==> src/rtl/clkdiv_pkg.sv <==
// Shared constants and helpers for the multi-channel clock divider.
// Optional tick outputs are enabled by defining CLKDIV_TICK_EN.
package clkdiv_pkg;

    localparam int unsigned DEFAULT_HALF_1HZ = 50000000;
    localparam int unsigned HALF_10HZ        = 5000000;
    localparam int unsigned HALF_1KHZ        = 50000;

    // Channel index width; a single-channel build still needs one select bit.
    function automatic int CH_IDX_W(input int n);
        return (n < 2) ? 1 : $clog2(n);
    endfunction

endpackage

==> src/rtl/clkdiv_channel.sv <==
// One divider channel: counter, active and pending half-period, output toggle.
// Tick register exists only when CLKDIV_TICK_EN is defined.
module clkdiv_channel
    import clkdiv_pkg::*;
#(
    parameter int          CNT_WIDTH    = 26,
    parameter int unsigned DEFAULT_HALF = DEFAULT_HALF_1HZ
) (
    input  logic                 clk_i,
    input  logic                 srst_i,
    input  logic                 enable_i,
    input  logic                 restart_i,
    input  logic                 load_i,
    input  logic [CNT_WIDTH-1:0] load_half_i,
    output logic                 clk_o,
`ifdef CLKDIV_TICK_EN
    output logic                 tick_o,
`endif
    output logic                 pending_o
);

    logic [CNT_WIDTH-1:0] cnt_q, cnt_d;
    logic [CNT_WIDTH-1:0] half_q, half_d;
    logic [CNT_WIDTH-1:0] phalf_q, phalf_d;
    logic                 pending_q, pending_d;
    logic                 out_q, out_d;
    logic                 toggle;
    logic [CNT_WIDTH-1:0] terminal;
    logic                 at_term;

    // A half-period of 0 behaves as 1 so the channel runs at Fclk/2.
    assign terminal = (half_q == '0) ? '0 : half_q - CNT_WIDTH'(1);
    assign at_term  = enable_i && (cnt_q == terminal);

    always_comb begin
        cnt_d     = cnt_q;
        half_d    = half_q;
        phalf_d   = phalf_q;
        pending_d = pending_q;
        out_d     = out_q;
        toggle    = 1'b0;
        if (restart_i) begin
            cnt_d     = '0;
            out_d     = 1'b0;
            pending_d = 1'b0;
            if (pending_q) half_d = phalf_q;
        end else begin
            if (!enable_i) begin
                cnt_d = '0;
            end else if (at_term) begin
                cnt_d  = '0;
                out_d  = ~out_q;
                toggle = 1'b1;
            end else begin
                cnt_d = cnt_q + CNT_WIDTH'(1);
            end
            if ((!enable_i || at_term) && pending_q) begin
                half_d    = phalf_q;
                pending_d = 1'b0;
            end
            // A write landing on a terminal stays pending until the next one.
            if (load_i) begin
                phalf_d   = load_half_i;
                pending_d = 1'b1;
            end
        end
    end

    always_ff @(posedge clk_i) begin
        if (srst_i) begin
            cnt_q     <= '0;
            half_q    <= CNT_WIDTH'(DEFAULT_HALF);
            phalf_q   <= CNT_WIDTH'(DEFAULT_HALF);
            pending_q <= 1'b0;
            out_q     <= 1'b0;
        end else begin
            cnt_q     <= cnt_d;
            half_q    <= half_d;
            phalf_q   <= phalf_d;
            pending_q <= pending_d;
            out_q     <= out_d;
        end
    end

`ifdef CLKDIV_TICK_EN
    logic tick_q;

    always_ff @(posedge clk_i) begin
        if (srst_i) tick_q <= 1'b0;
        else        tick_q <= toggle;
    end

    assign tick_o = tick_q;
`else
    logic unused_toggle;
    assign unused_toggle = toggle;
`endif

    assign clk_o     = out_q;
    assign pending_o = pending_q;

endmodule

==> src/rtl/multi_channel_clock_divider.sv <==
// NUM_CH runtime-programmable square-wave dividers off the 100 MHz clock.
// Define CLKDIV_TICK_EN to add the per-channel Tick output.
module multi_channel_clock_divider
    import clkdiv_pkg::*;
#(
    parameter int          NUM_CH       = 4,
    parameter int          CNT_WIDTH    = 26,
    parameter int unsigned DEFAULT_HALF = DEFAULT_HALF_1HZ
) (
    input  logic                          Clock_100MHz,
    input  logic                          Clear,
    input  logic [NUM_CH-1:0]             Enable,
    input  logic                          Restart,
    input  logic                          Load,
    input  logic [CH_IDX_W(NUM_CH)-1:0]   Load_channel,
    input  logic [CNT_WIDTH-1:0]          Load_half,
    output logic [NUM_CH-1:0]             Clock_out,
`ifdef CLKDIV_TICK_EN
    output logic [NUM_CH-1:0]             Tick,
`endif
    output logic [NUM_CH-1:0]             Pending
);

    localparam int IDX_W = CH_IDX_W(NUM_CH);

    for (genvar gi = 0; gi < NUM_CH; gi++) begin : g_ch
        // Indices at or above NUM_CH match no channel, so such writes vanish.
        localparam logic [IDX_W-1:0] CH_SEL = IDX_W'(gi);

        logic load_we;
        assign load_we = Load && (Load_channel == CH_SEL);

        clkdiv_channel #(
            .CNT_WIDTH    (CNT_WIDTH),
            .DEFAULT_HALF (DEFAULT_HALF)
        ) u_channel (
            .clk_i       (Clock_100MHz),
            .srst_i      (Clear),
            .enable_i    (Enable[gi]),
            .restart_i   (Restart),
            .load_i      (load_we),
            .load_half_i (Load_half),
            .clk_o       (Clock_out[gi]),
`ifdef CLKDIV_TICK_EN
            .tick_o      (Tick[gi]),
`endif
            .pending_o   (Pending[gi])
        );
    end

endmodule
==> config.mk <==
export PLATFORM = sky130hd
export DESIGN_NAME = multi_channel_clock_divider
export DESIGN_NICKNAME = d
export VERILOG_FILES = /design/src/rtl/clkdiv_pkg.sv /design/src/rtl/clkdiv_channel.sv /design/src/rtl/multi_channel_clock_divider.sv
export SDC_FILE = /design/constraint.sdc
export NUM_CORES = 1
export LEC_CHECK = 0
export ABC_AREA = 1
export CAP_MARGIN = 5
export CELL_PAD_IN_SITES_DETAIL_PLACEMENT = 1
export CELL_PAD_IN_SITES_GLOBAL_PLACEMENT = 1
export CORE_MARGIN = 2
export CORE_UTILIZATION = 45
export CTS_CLUSTER_DIAMETER = 40
export CTS_CLUSTER_SIZE = 40
export DETAILED_ROUTE_END_ITERATION = 16
export HOLD_SLACK_MARGIN = 0.05
export PLACE_DENSITY = 0.9
export SYNTH_ARGS = -nofsm -noshare
export SYNTH_HDL_FRONTEND = slang
export SYNTH_HIERARCHICAL = 1
export SYNTH_SLANG_ARGS = --single-unit
export TNS_END_PERCENT = 20
==> constraint.sdc <==
create_clock -name Clock_100MHz -period 3.3 [get_ports Clock_100MHz]
set_input_delay 0.66 -clock Clock_100MHz [delete_from_list [all_inputs] [get_ports Clock_100MHz]]
set_output_delay 0.66 -clock Clock_100MHz [all_outputs]
set_load 0.01 [all_outputs]
==> results of run 1 <==
[through the flow]
stage | TNS (ns) | instance area, um^2 | power [mW]
final | 0 | 21000 | 10.0
after global routing | -0.150 | 21000 | 10.4
after CTS | 0 | 20900 | 10.1
after detailed placement | 0 | 19200 | 4.77
after global placement | 0 | 19200 | 4.74
after floorplan | 0 | 18400 | 4.54
[path summary, 6_finish.rpt]
check	from	to	slack, ns	cells past startpoint
setup / recovery	g_ch[3].u_channel/half_q[0]$_SDFFE_PP0P_	g_ch[3].u_channel/cnt_q[11]$_SDFF_PP0_	0.21	17
hold reg to reg	g_ch[2].u_channel/phalf_q[5]$_SDFFE_PP0P_	g_ch[2].u_channel/phalf_q[5]$_SDFFE_PP0P_	0.46	2
hold / removal	g_ch[2].u_channel/phalf_q[5]$_SDFFE_PP0P_	g_ch[2].u_channel/phalf_q[5]$_SDFFE_PP0P_	0.46	2
setup reg to reg	g_ch[3].u_channel/half_q[0]$_SDFFE_PP0P_	g_ch[3].u_channel/cnt_q[11]$_SDFF_PP0_	0.21	17
[cell type report]
| cell class | instances | area share |
|---|---|---|
| timing repair buffer | 71 | 0.0311 |
| inverter | 346 | 0.0618 |
| antenna | 1 | 0.000119 |
| sequential | 320 | 0.305 |
| multi-input combinational | 2166 | 0.490 |
| clock buffer | 59 | 0.0641 |
| tap | 532 | 0.0317 |
| clock inverter | 34 | 0.0159 |
[flip-flops by register name (all words and copies together) (netlist names)]
signal and cells:
g_ch.u_channel/cnt_q 104, g_ch.u_channel/half_q 104, g_ch.u_channel/phalf_q 104, g_ch.u_channel/clk_o 4, g_ch.u_channel/pending_o 4
[routing by layer]
metal  track usage  wire length (um)
met1         0.341             26000
met2         0.503             30100
met3        0.0494              3100
met4         0.101              1890
met5        0.0155                88
[power groups by stage]
stage | combinational, mW | clock [mW] | sequential (mW)
floorplan | 0.474 | 0 | 4.06
finish | 0.724 | 5.31 | 4.01
global route | 0.803 | 5.58 | 4.02
detailed placement | 0.686 | 0 | 4.09
global placement | 0.652 | 0 | 4.08
CTS | 0.701 | 5.40 | 4.01
[synthesized netlist by cell type]
master    instances  share of area
inv_1           333          0.068
nand3_2          11         0.0060
o21ai_0          91          0.025
nand2_1         790           0.16
ha_1              8         0.0054
xnor2_1          12         0.0057
nor4_1           12         0.0041
nand3b_1         12         0.0049
dfxtp_1         320           0.35
clkinv_1          5         0.0010
clkbuf_1         54          0.011
nand2_2          13         0.0044
nand2_4          11         0.0067
nor3b_1          12         0.0049
a21oi_1         144          0.039
buf_2             8         0.0022
nor2_4            5         0.0031
nor2_8            3         0.0033
or2_2             8         0.0027
nor2_2           25         0.0085
buf_1             5         0.0010
nand4_1         112          0.038
nor3_1           40          0.011
buf_4            11         0.0045
xor2_1           40          0.019
inv_2             8         0.0016
nor2_1          388          0.079
o21ai_1           5         0.0014
nand4_2           4         0.0027
o21bai_1          8         0.0033
nor3_2            4         0.0022
buf_6            22          0.013
nand3_1         405           0.11
[critical path, cell delays in order, from the launching register on]
cell	delay [ns]
dfxtp_1	0.32
inv_1	0.10
ha_1	0.27
nand2_2	0.13
nor2_4	0.26
nand2_2	0.12
inv_2	0.08
nand2_4	0.17
nand3_1	0.13
nand2_1	0.07
nand2_1	0.08
nand2_1	0.06
nor2_1	0.08
nand2_1	0.06
nor2_1	0.22
nand3_4	0.22
nand3_2	0.44
nor3_1	0.12
[cells by family (layout without fill, tap and decap cells)]
kind of cell,after synthesis,in the layout,share of synthesized area
fa+ha+maj,8,8,0.00543
buf+inv,446,510,0.102
xor+xnor,52,52,0.0247
simple gates,1855,1858,0.452
compound gates,248,248,0.0684
other cells,0,1,0
flops,320,320,0.347
==> results by group, run 1 <==
Placement
  • Placed cell count: 3432
  • # port buffers: 43
  • Post-DP HPWL: 43.9 mm
  • Dpl ws: 0.144 ns
  • RePlAce Congestion: 0.922

Die
  • Initial Util: 0.454
  • Core area: 40600 um^2
  • Die H: 206 um
  • Die X: 206 um
  • Site Rows: 74
  • Die area: 42600 um^2
  • Num ports: 44

Pwr
  • Static Leakage: 9.15 nW
  • Comb pwr share: 0.072
  • Pwr dens: 478 nW/um^2
  • Switching pwr: 2.66 mW
  • Max VDD drop: 0.385 mV
  • Net Sw Frac: 0.265
  • Internal: 7.38 mW
  • Clock power frac: 0.529
  • Sequential power share: 0.399

STA
  • Setup-failing EPs final: 0
  • Worst setup margin: 0.208 ns
  • Final cycle utilization of the critical path: 0.937
  • Clock Skew: 0.0240 ns
  • Fin crit period: 3.09 ns
  • Pins Over Slew Limit: 0
  • WHS: 0.456 ns
  • Final hold vios: 0
  • Slew HR: 0.445
  • RSZ-0062 raised after global routing: true
  • FMAX: 0.323 GHz
  • Worst slew pin tran: 0.825 ns

Clocking
  • Clock root cell: clkbuf_16
  • Cts repair resizes: 0
  • CTS Buf Count: 50
  • H-tree levels: 2
  • Setup bufs post-CTS: 0
  • CTS tree: done
  • Clock transition at path regs: 0.06 ns
  • CTS sink cnt: 320
  • Clk buf depth: 3
  • Hold buffers post-CTS: 0
  • Clock latency on the worst-skew pair: 0.58 ns

Min path
  • Worst hold-check path type: reg2reg

Setup path
  • Worst Path Max Fanout: 28
  • CP required: 3.74 ns
  • Worst setup SP type: flip-flop
  • Crit end category: flip-flop
  • CP Data Arrival Time: 3.54 ns
  • Critical setup path kind: reg2reg

Cells and area
  • Register area: 6410 um^2
  • Commonest non-fill, non-tap cell in the layout: nand2_1
  • Final Util: 0.517
  • Most frequent cells in the layout: nand2_1 (790), nand3_1 (405), nor2_1 (387)
  • Share of layout cells above drive strength 1: 0.0711
  • P&R area growth vs syn: 13.9%
  • Multi-input logic area: 10300 um^2
  • Filler cells: 5476
  • Post-layout instance count excluding filler cells: 3529
  • Final net count: 2999

Routing
  • DRT Wirelength: 61.2 mm
  • Routed Antenna Nets: 0
  • DRC viols: 0
  • Iteration-0 DRC Markers: 1064
  • Pre-antenna DRT Iters: 5
  • Via-per-instance ratio: 5.56
  • Vias: 19622
  • Post-DR wirelength/cell: 17.3 um

Global routing
  • Number of global-route vias before repair: 20272
  • First-pass GRT wire length: 98.8 mm
  • Antenna violations before repair: 1
  • Largest net degree at the start of global routing: 49
  • GRT Residual Overflow: 0
  • Total GRT Usage: 0.284

Logic synthesis
  • #FFs+latches synth: 320
  • Syn Inst Count: 2929
  • Synth Area per Inst: 6.30 um^2
  • Seq/Total Area, Yosys: 0.347
  • Syn Nets: 2973
  • Netlist Area Pre-Place: 18400 um^2
  • Post-synth cell types: 33
  • Yosys synthesis warning count: 6

Outcome
  • Outcome: completed

Run
  • MaxCap Viol Count: 0
Note: power is estimated with default switching activity, not from simulation.
==> run 2: changes to the inputs <==
--- a/config.mk
+++ b/config.mk
@@ -16,6 +16,7 @@
 export DETAILED_ROUTE_END_ITERATION = 16
 export HOLD_SLACK_MARGIN = 0.05
 export PLACE_DENSITY = 0.9
+export SLEW_MARGIN = 10
 export SYNTH_ARGS = -nofsm -noshare
 export SYNTH_HDL_FRONTEND = slang
 export SYNTH_HIERARCHICAL = 1
==> constraint.sdc (replaced) <==
create_clock -name Clock_100MHz -period 3 [get_ports Clock_100MHz]
set_input_delay 0.6 -clock Clock_100MHz [delete_from_list [all_inputs] [get_ports Clock_100MHz]]
set_output_delay 0.6 -clock Clock_100MHz [all_outputs]
set_load 0.01 [all_outputs]
==> run 2 against run 1 <==
Against the previous run: sequential power increased by 10%; cell count increased by 0.96%; maximum frequency increased by 5.7%; clock-buffer cell count decreased by 2; clock power increased by 16%; core utilization increased by 1.5 points; highest routed layer is now met4.
==> results by group, run 2 (synthesized netlist as in run 1, its figures left out) <==
Outcome
  • Outcome: completed

Setup path
  • Worst reg2reg path depth: 18
  • Reg2Reg Launch Point: g_ch[0].u_channel/half_q[10]$_SDFFE_PP0P_
  • Most frequent CP cell: nand2_1
  • CP delay by family, top: simple AND/OR/NAND/NOR gates
  • CP Data Arrival Time: 3.41 ns
  • Crit path buf inv count: 2
  • Critical setup path kind: reg2reg
  • Worst setup SP type: flip-flop
  • Reg-to-Reg End: g_ch[0].u_channel/half_q[9]$_SDFFE_PP0P_
  • Worst Path Max Fanout: 8
  • R2r setup slk: 0.08 ns
  • CP Cell Sequence: buf_4 > nor2_1 > nand2_1 > nor2_1 > nand2_1 > nand2_1 > nand4_1 > nand2_1 > nand2_1 > nor2_1 > nand2_1 > nor2_2 > nand3_2 > nand2_4 > buf_4 > nand3_1 > nand2_1 > nor2_1
  • Slowest-stage cell, CP: dfxtp_1
  • Crit end category: flip-flop
  • Slowest stage delay, CP: 0.33 ns
  • CP required: 3.48 ns

Placement
  • RePlAce Congestion: 0.925
  • Dpl ws: -0.0580 ns
  • # port buffers: 43
  • Placed cell count: 3448
  • Post-DP HPWL: 44.0 mm

Routing
  • Iteration-0 DRC Markers: 1264
  • Vias: 20256
  • DRT Wirelength: 64.5 mm
  • Via-per-instance ratio: 5.69
  • Routed Antenna Nets: 0
  • DRC viols: 0
  • Post-DR wirelength/cell: 18.1 um
  • Pre-antenna DRT Iters: 8

Global routing
  • Largest net degree at the start of global routing: 53
  • First-pass GRT wire length: 102 mm
  • Total GRT Usage: 0.292
  • Antenna violations before repair: 1
  • GRT Residual Overflow: 0
  • Number of global-route vias before repair: 20465

Clocking
  • CTS Buf Count: 50
  • Clk buf depth: 3
  • CTS sink cnt: 320
  • CTS tree: done
  • Clock root cell: clkbuf_16
  • Clock transition at path regs: 0.06 ns
  • H-tree levels: 2
  • Clock latency on the worst-skew pair: 0.59 ns

Cells and area
  • Largest regs: g_ch.u_channel/cnt_q: 104 flops, g_ch.u_channel/half_q: 104 flops, g_ch.u_channel/phalf_q: 104 flops
  • Post-layout instance count excluding filler cells: 3563
  • # diodes: 0
  • Most frequent cells in the layout: nand2_1 (790), nand3_1 (403), nor2_1 (379)
  • P&R area growth vs syn: 17.2%
  • Commonest non-fill, non-tap cell in the layout: nand2_1
  • Share of layout cells above drive strength 1: 0.0878
  • Final net count: 3035

Min path
  • Worst hold-check path type: reg2reg
  • Worst Hold Depth: 2
  • Worst Hold End: g_ch[3].u_channel/phalf_q[1]$_SDFFE_PP0P_
  • Hold Crit Start: g_ch[3].u_channel/phalf_q[1]$_SDFFE_PP0P_

Die
  • Die area: 42600 um^2
  • Die X: 206 um
  • Num ports: 44
  • Die H: 206 um
  • Core area: 40600 um^2
  • Initial Util: 0.454
  • Site Rows: 74

STA
  • Worst slew pin tran: 0.786 ns
  • FMAX: 0.342 GHz
  • Fin crit period: 2.92 ns
  • Final hold vios: 0
  • Final cycle utilization of the critical path: 0.975
  • Slew HR: 0.471
  • Pins Over Slew Limit: 0
  • Setup TNS Final: 0 ns
  • Setup-failing EPs final: 0
  • Clock Skew: 0.0202 ns
  • Worst setup margin: 0.0757 ns

Pwr
  • Static Leakage: 9.42 nW
  • Max VDD drop: 0.400 mV
  • Pwr dens: 528 nW/um^2

Run
  • MaxCap Viol Count: 0
-- run 2: worst register-to-register path, delay by kind of cell, from the launching register on --
| family | cells | cell delay (ns) |
|---|---|---|
| and+or+nand+nor | 16 | 2.18 |
| buffers and inverters | 2 | 0.33 |
| DFF | 1 | 0.33 |
-- run 2: worst max path at each step --
stage | startpoint | to | slack, ns | cells after the start
CTS | g_ch[0].u_channel/half_q[0]$_SDFFE_PP0P_ | g_ch[0].u_channel/half_q[2]$_SDFFE_PP0P_ | 0.03 | 16
global route | g_ch[1].u_channel/half_q[5]$_SDFFE_PP0P_ | g_ch[1].u_channel/half_q[8]$_SDFFE_PP0P_ | -0.15 | 19
floorplan | g_ch[3].u_channel/half_q[0]$_SDFFE_PP0P_ | g_ch[3].u_channel/half_q[25]$_SDFFE_PP1P_ | 0.64 | 21
detailed placement | g_ch[3].u_channel/half_q[0]$_SDFFE_PP0P_ | g_ch[3].u_channel/half_q[23]$_SDFFE_PP1P_ | -0.06 | 14
global placement | g_ch[1].u_channel/half_q[0]$_SDFFE_PP0P_ | g_ch[1].u_channel/half_q[16]$_SDFFE_PP0P_ | 0.11 | 20
finish | g_ch[0].u_channel/half_q[10]$_SDFFE_PP0P_ | g_ch[0].u_channel/half_q[9]$_SDFFE_PP0P_ | 0.08 | 18
-- run 2: cell type report --
| type | instances | area, um^2 |
|---|---|---|
| repair buffers | 109 | 1070 |
| clock inverters | 35 | 414 |
| well taps | 532 | 666 |
| inverters | 346 | 1300 |
| clock buffers | 57 | 1360 |
| multi-input cells | 2164 | 10400 |
| fillers | 5429 | 19000 |
| flip-flops and latches | 320 | 6410 |
-- run 2: per-layer routing --
layer,global-route usage,part of all wire,vias up
met5,0,0,-
met1,0.357,0.41,9860
li1,-,-,9581
met2,0.519,0.50,632
met3,0.0479,0.064,183
met4,0.0926,0.032,0
-- run 2: timing repair --
item                       in CTS  in global routing
gates resized for setup         5                 41
setup endpoints to repair      40                142
pin swaps                       1                  8
buffers inserted                2                 19
gates cloned                    0                  2
hold buffers                    0                  0
-- run 2: per-stage QoR --
| step | cell area (um^2) | utilization | hold slack (ns) | power (mW) |
|---|---|---|---|---|
| after floorplan | 18400 | - | 0.430 | 4.99 |
| after global placement | 19400 | 0.477 | 0.440 | 5.23 |
| after detailed placement | 19400 | 0.477 | 0.449 | 5.28 |
| after CTS | 21200 | 0.522 | 0.457 | 11.4 |
| after global routing | 21600 | 0.532 | 0.481 | 11.8 |
| final | 21600 | 0.532 | 0.456 | 11.4 |
-- run 2: report_power, final --
part / switching, mW / internal, mW / leakage (nW)
sequential: 0.0717 / 4.34 / 2.59
combinational: 0.571 / 0.289 / 5.97
clock: 2.37 / 3.77 / 0.862
==> run 3: changes to the inputs <==
--- a/config.mk
+++ b/config.mk
@@ -11,6 +11,7 @@
 export CELL_PAD_IN_SITES_GLOBAL_PLACEMENT = 1
 export CORE_MARGIN = 2
 export CORE_UTILIZATION = 45
+export CTS_BUF_LIST = sky130_fd_sc_hd__clkbuf_2 sky130_fd_sc_hd__clkbuf_4 sky130_fd_sc_hd__clkbuf_8
 export CTS_CLUSTER_DIAMETER = 40
 export CTS_CLUSTER_SIZE = 40
 export DETAILED_ROUTE_END_ITERATION = 16
==> run 3 against run 2 <==
Against the previous run: flip-flop and latch count stayed put; sequential power barely moved; non-clock buffer count up 4; power down 15%; global-route usage down 1.0 points; clock skew grew 0.023 ns.
==> results by group, run 3 (synthesized netlist as in run 1, its figures left out) <==
Outcome
  • Outcome: completed

STA
  • Fin crit period: 2.93 ns
  • FMAX: 0.341 GHz
  • Worst slew pin tran: 0.782 ns
  • Clock Skew: 0.0432 ns
  • Setup-failing EPs final: 0
  • Slew HR: 0.474
  • Final hold vios: 0
  • Pins Over Slew Limit: 0
  • Setup TNS Final: 0 ns
  • Final cycle utilization of the critical path: 0.977

Pwr
  • Net Sw Frac: 0.288
  • Internal: 6.89 mW
  • Max VDD drop: 0.384 mV
  • Sequential power share: 0.455
  • Switching pwr: 2.78 mW
  • Clock power frac: 0.458
  • Pwr dens: 460 nW/um^2
  • Comb pwr share: 0.087
  • Design Power: 9.68 mW
  • Static Leakage: 9.16 nW

Die
  • Num ports: 44
  • Die area: 42600 um^2
  • Initial Util: 0.454
  • Die X: 206 um
  • Core area: 40600 um^2
  • Site Rows: 74
  • Die H: 206 um

Global routing
  • Largest net degree at the start of global routing: 53
  • Total GRT Usage: 0.281
  • Antenna violations before repair: 3
  • GRT Residual Overflow: 0
  • First-pass GRT wire length: 98.3 mm
  • Number of global-route vias before repair: 20124

Setup path
  • Worst Path Max Fanout: 14
  • Reg-to-Reg End: g_ch[2].u_channel/half_q[18]$_SDFFE_PP0P_
  • Crit end category: flip-flop
  • CP required: 3.58 ns
  • Worst setup SP type: flip-flop
  • Worst reg2reg path depth: 14
  • Critical setup path kind: reg2reg
  • CP Data Arrival Time: 3.51 ns
  • Reg2Reg Launch Point: g_ch[2].u_channel/half_q[18]$_SDFFE_PP0P_
  • R2r setup slk: 0.07 ns

Clocking
  • Clock root cell: clkbuf_8
  • H-tree levels: 2
  • CTS sink cnt: 320
  • Clock latency on the worst-skew pair: 0.67 ns
  • Clock transition at path regs: 0.09 ns
  • CTS tree: done
  • CTS Buf Count: 50
  • Clk buf depth: 3

Cells and area
  • # diodes: 0
  • Most frequent cells in the layout: nand2_1 (789), nand3_1 (404), nor2_1 (379)
  • Final net count: 3041
  • Post-Layout Inst Area: 21000 um^2
  • Post-layout instance count excluding filler cells: 3569
  • Commonest non-fill, non-tap cell in the layout: nand2_1
  • Share of layout cells above drive strength 1: 0.0896
  • P&R area growth vs syn: 14.0%
  • Final Util: 0.517
  • Largest regs: g_ch.u_channel/cnt_q: 104 flops, g_ch.u_channel/half_q: 104 flops, g_ch.u_channel/phalf_q: 104 flops

Min path
  • Worst Hold End: g_ch[3].u_channel/phalf_q[24]$_SDFFE_PP0P_
  • Worst hold-check path type: reg2reg
  • Hold Crit Start: g_ch[3].u_channel/phalf_q[24]$_SDFFE_PP0P_
  • Worst Hold Depth: 2

Placement
  • Placed Area: 19400 um^2
  • Placed cell count: 3448
  • # port buffers: 43
  • RePlAce Congestion: 0.925
  • Post-DP HPWL: 44.0 mm

Routing
  • Vias: 20009
  • DRC viols: 0
  • DRT Wirelength: 62.3 mm
  • Pre-antenna DRT Iters: 6
  • Routed Antenna Nets: 0
  • Iteration-0 DRC Markers: 1194
  • Via-per-instance ratio: 5.61
  • Post-DR wirelength/cell: 17.5 um

Run
  • MaxCap Viol Count: 0
## run 3: cell type report
| cell class | count | area, um^2 |
|---|---|---|
| sequential | 320 | 6410 |
| tap | 532 | 666 |
| inverter | 346 | 1300 |
| timing repair buffer | 113 | 1080 |
| clock buffer | 57 | 772 |
| fill | 5494 | 19600 |
| clock inverter | 35 | 414 |
| multi-input combinational | 2166 | 10400 |
## run 3: worst max-delay path by stage
| stage | slack, ns | start | to |
|---|---|---|---|
| floorplan | 0.64 | g_ch[3].u_channel/half_q[0]$_SDFFE_PP0P_ | g_ch[3].u_channel/half_q[25]$_SDFFE_PP1P_ |
| global placement | 0.11 | g_ch[1].u_channel/half_q[0]$_SDFFE_PP0P_ | g_ch[1].u_channel/half_q[16]$_SDFFE_PP0P_ |
| detailed placement | -0.06 | g_ch[3].u_channel/half_q[0]$_SDFFE_PP0P_ | g_ch[3].u_channel/half_q[23]$_SDFFE_PP1P_ |
| CTS | 0.01 | g_ch[2].u_channel/half_q[0]$_SDFFE_PP0P_ | g_ch[2].u_channel/half_q[0]$_SDFFE_PP0P_ |
| global route | -0.08 | g_ch[2].u_channel/half_q[18]$_SDFFE_PP0P_ | g_ch[2].u_channel/half_q[0]$_SDFFE_PP0P_ |
| finish | 0.07 | g_ch[2].u_channel/half_q[18]$_SDFFE_PP0P_ | g_ch[2].u_channel/half_q[18]$_SDFFE_PP0P_ |
## run 3: power by group through the flow
stage,combinational (mW),sequential [mW],clock (mW)
global placement,0.743,4.49,0
floorplan,0.521,4.47,0
detailed placement,0.786,4.49,0
CTS,0.800,4.40,4.51
global route,0.930,4.41,4.71
finish,0.845,4.40,4.43
## run 3: what timing repair did
action,4_1_cts,5_1_grt
hold buffers,0,0
resized for setup,6,34
setup endpoints to repair,32,168
setup buffers,2,24
gates cloned,0,3
pin swaps,1,9
## run 3: per-layer routing
layer / vias up / wire, um / GRT usage
met5: - / 0 / 0
met4: 0 / 1630 / 0.0814
met3: 154 / 3740 / 0.0535
met2: 539 / 30700 / 0.495
met1: 9745 / 26200 / 0.347
li1: 9571 / - / -
## run 3: through the flow
step	setup WS, ns	hold WS, ns
after detailed placement	-0.0580	0.449
after global routing	-0.0806	0.483
after CTS	0.0121	0.459
final	0.0678	0.458
after global placement	0.109	0.440
after floorplan	0.642	0.430
## run 3: worst max-delay path, stage by stage, from the launching register on
cell and delay, ns:
dfxtp_1 0.37, nor2_1 0.18, nand2_1 0.17, nor2_2 0.35, nand4_2 0.32, nand4_1 0.20
nand2_1 0.10, nor2_1 0.13, nand2_1 0.10, nor2_1 0.14, nand3_2 0.15, nand2_4 0.13
buf_4 0.21, a21oi_1 0.09, nor2_1 0.19
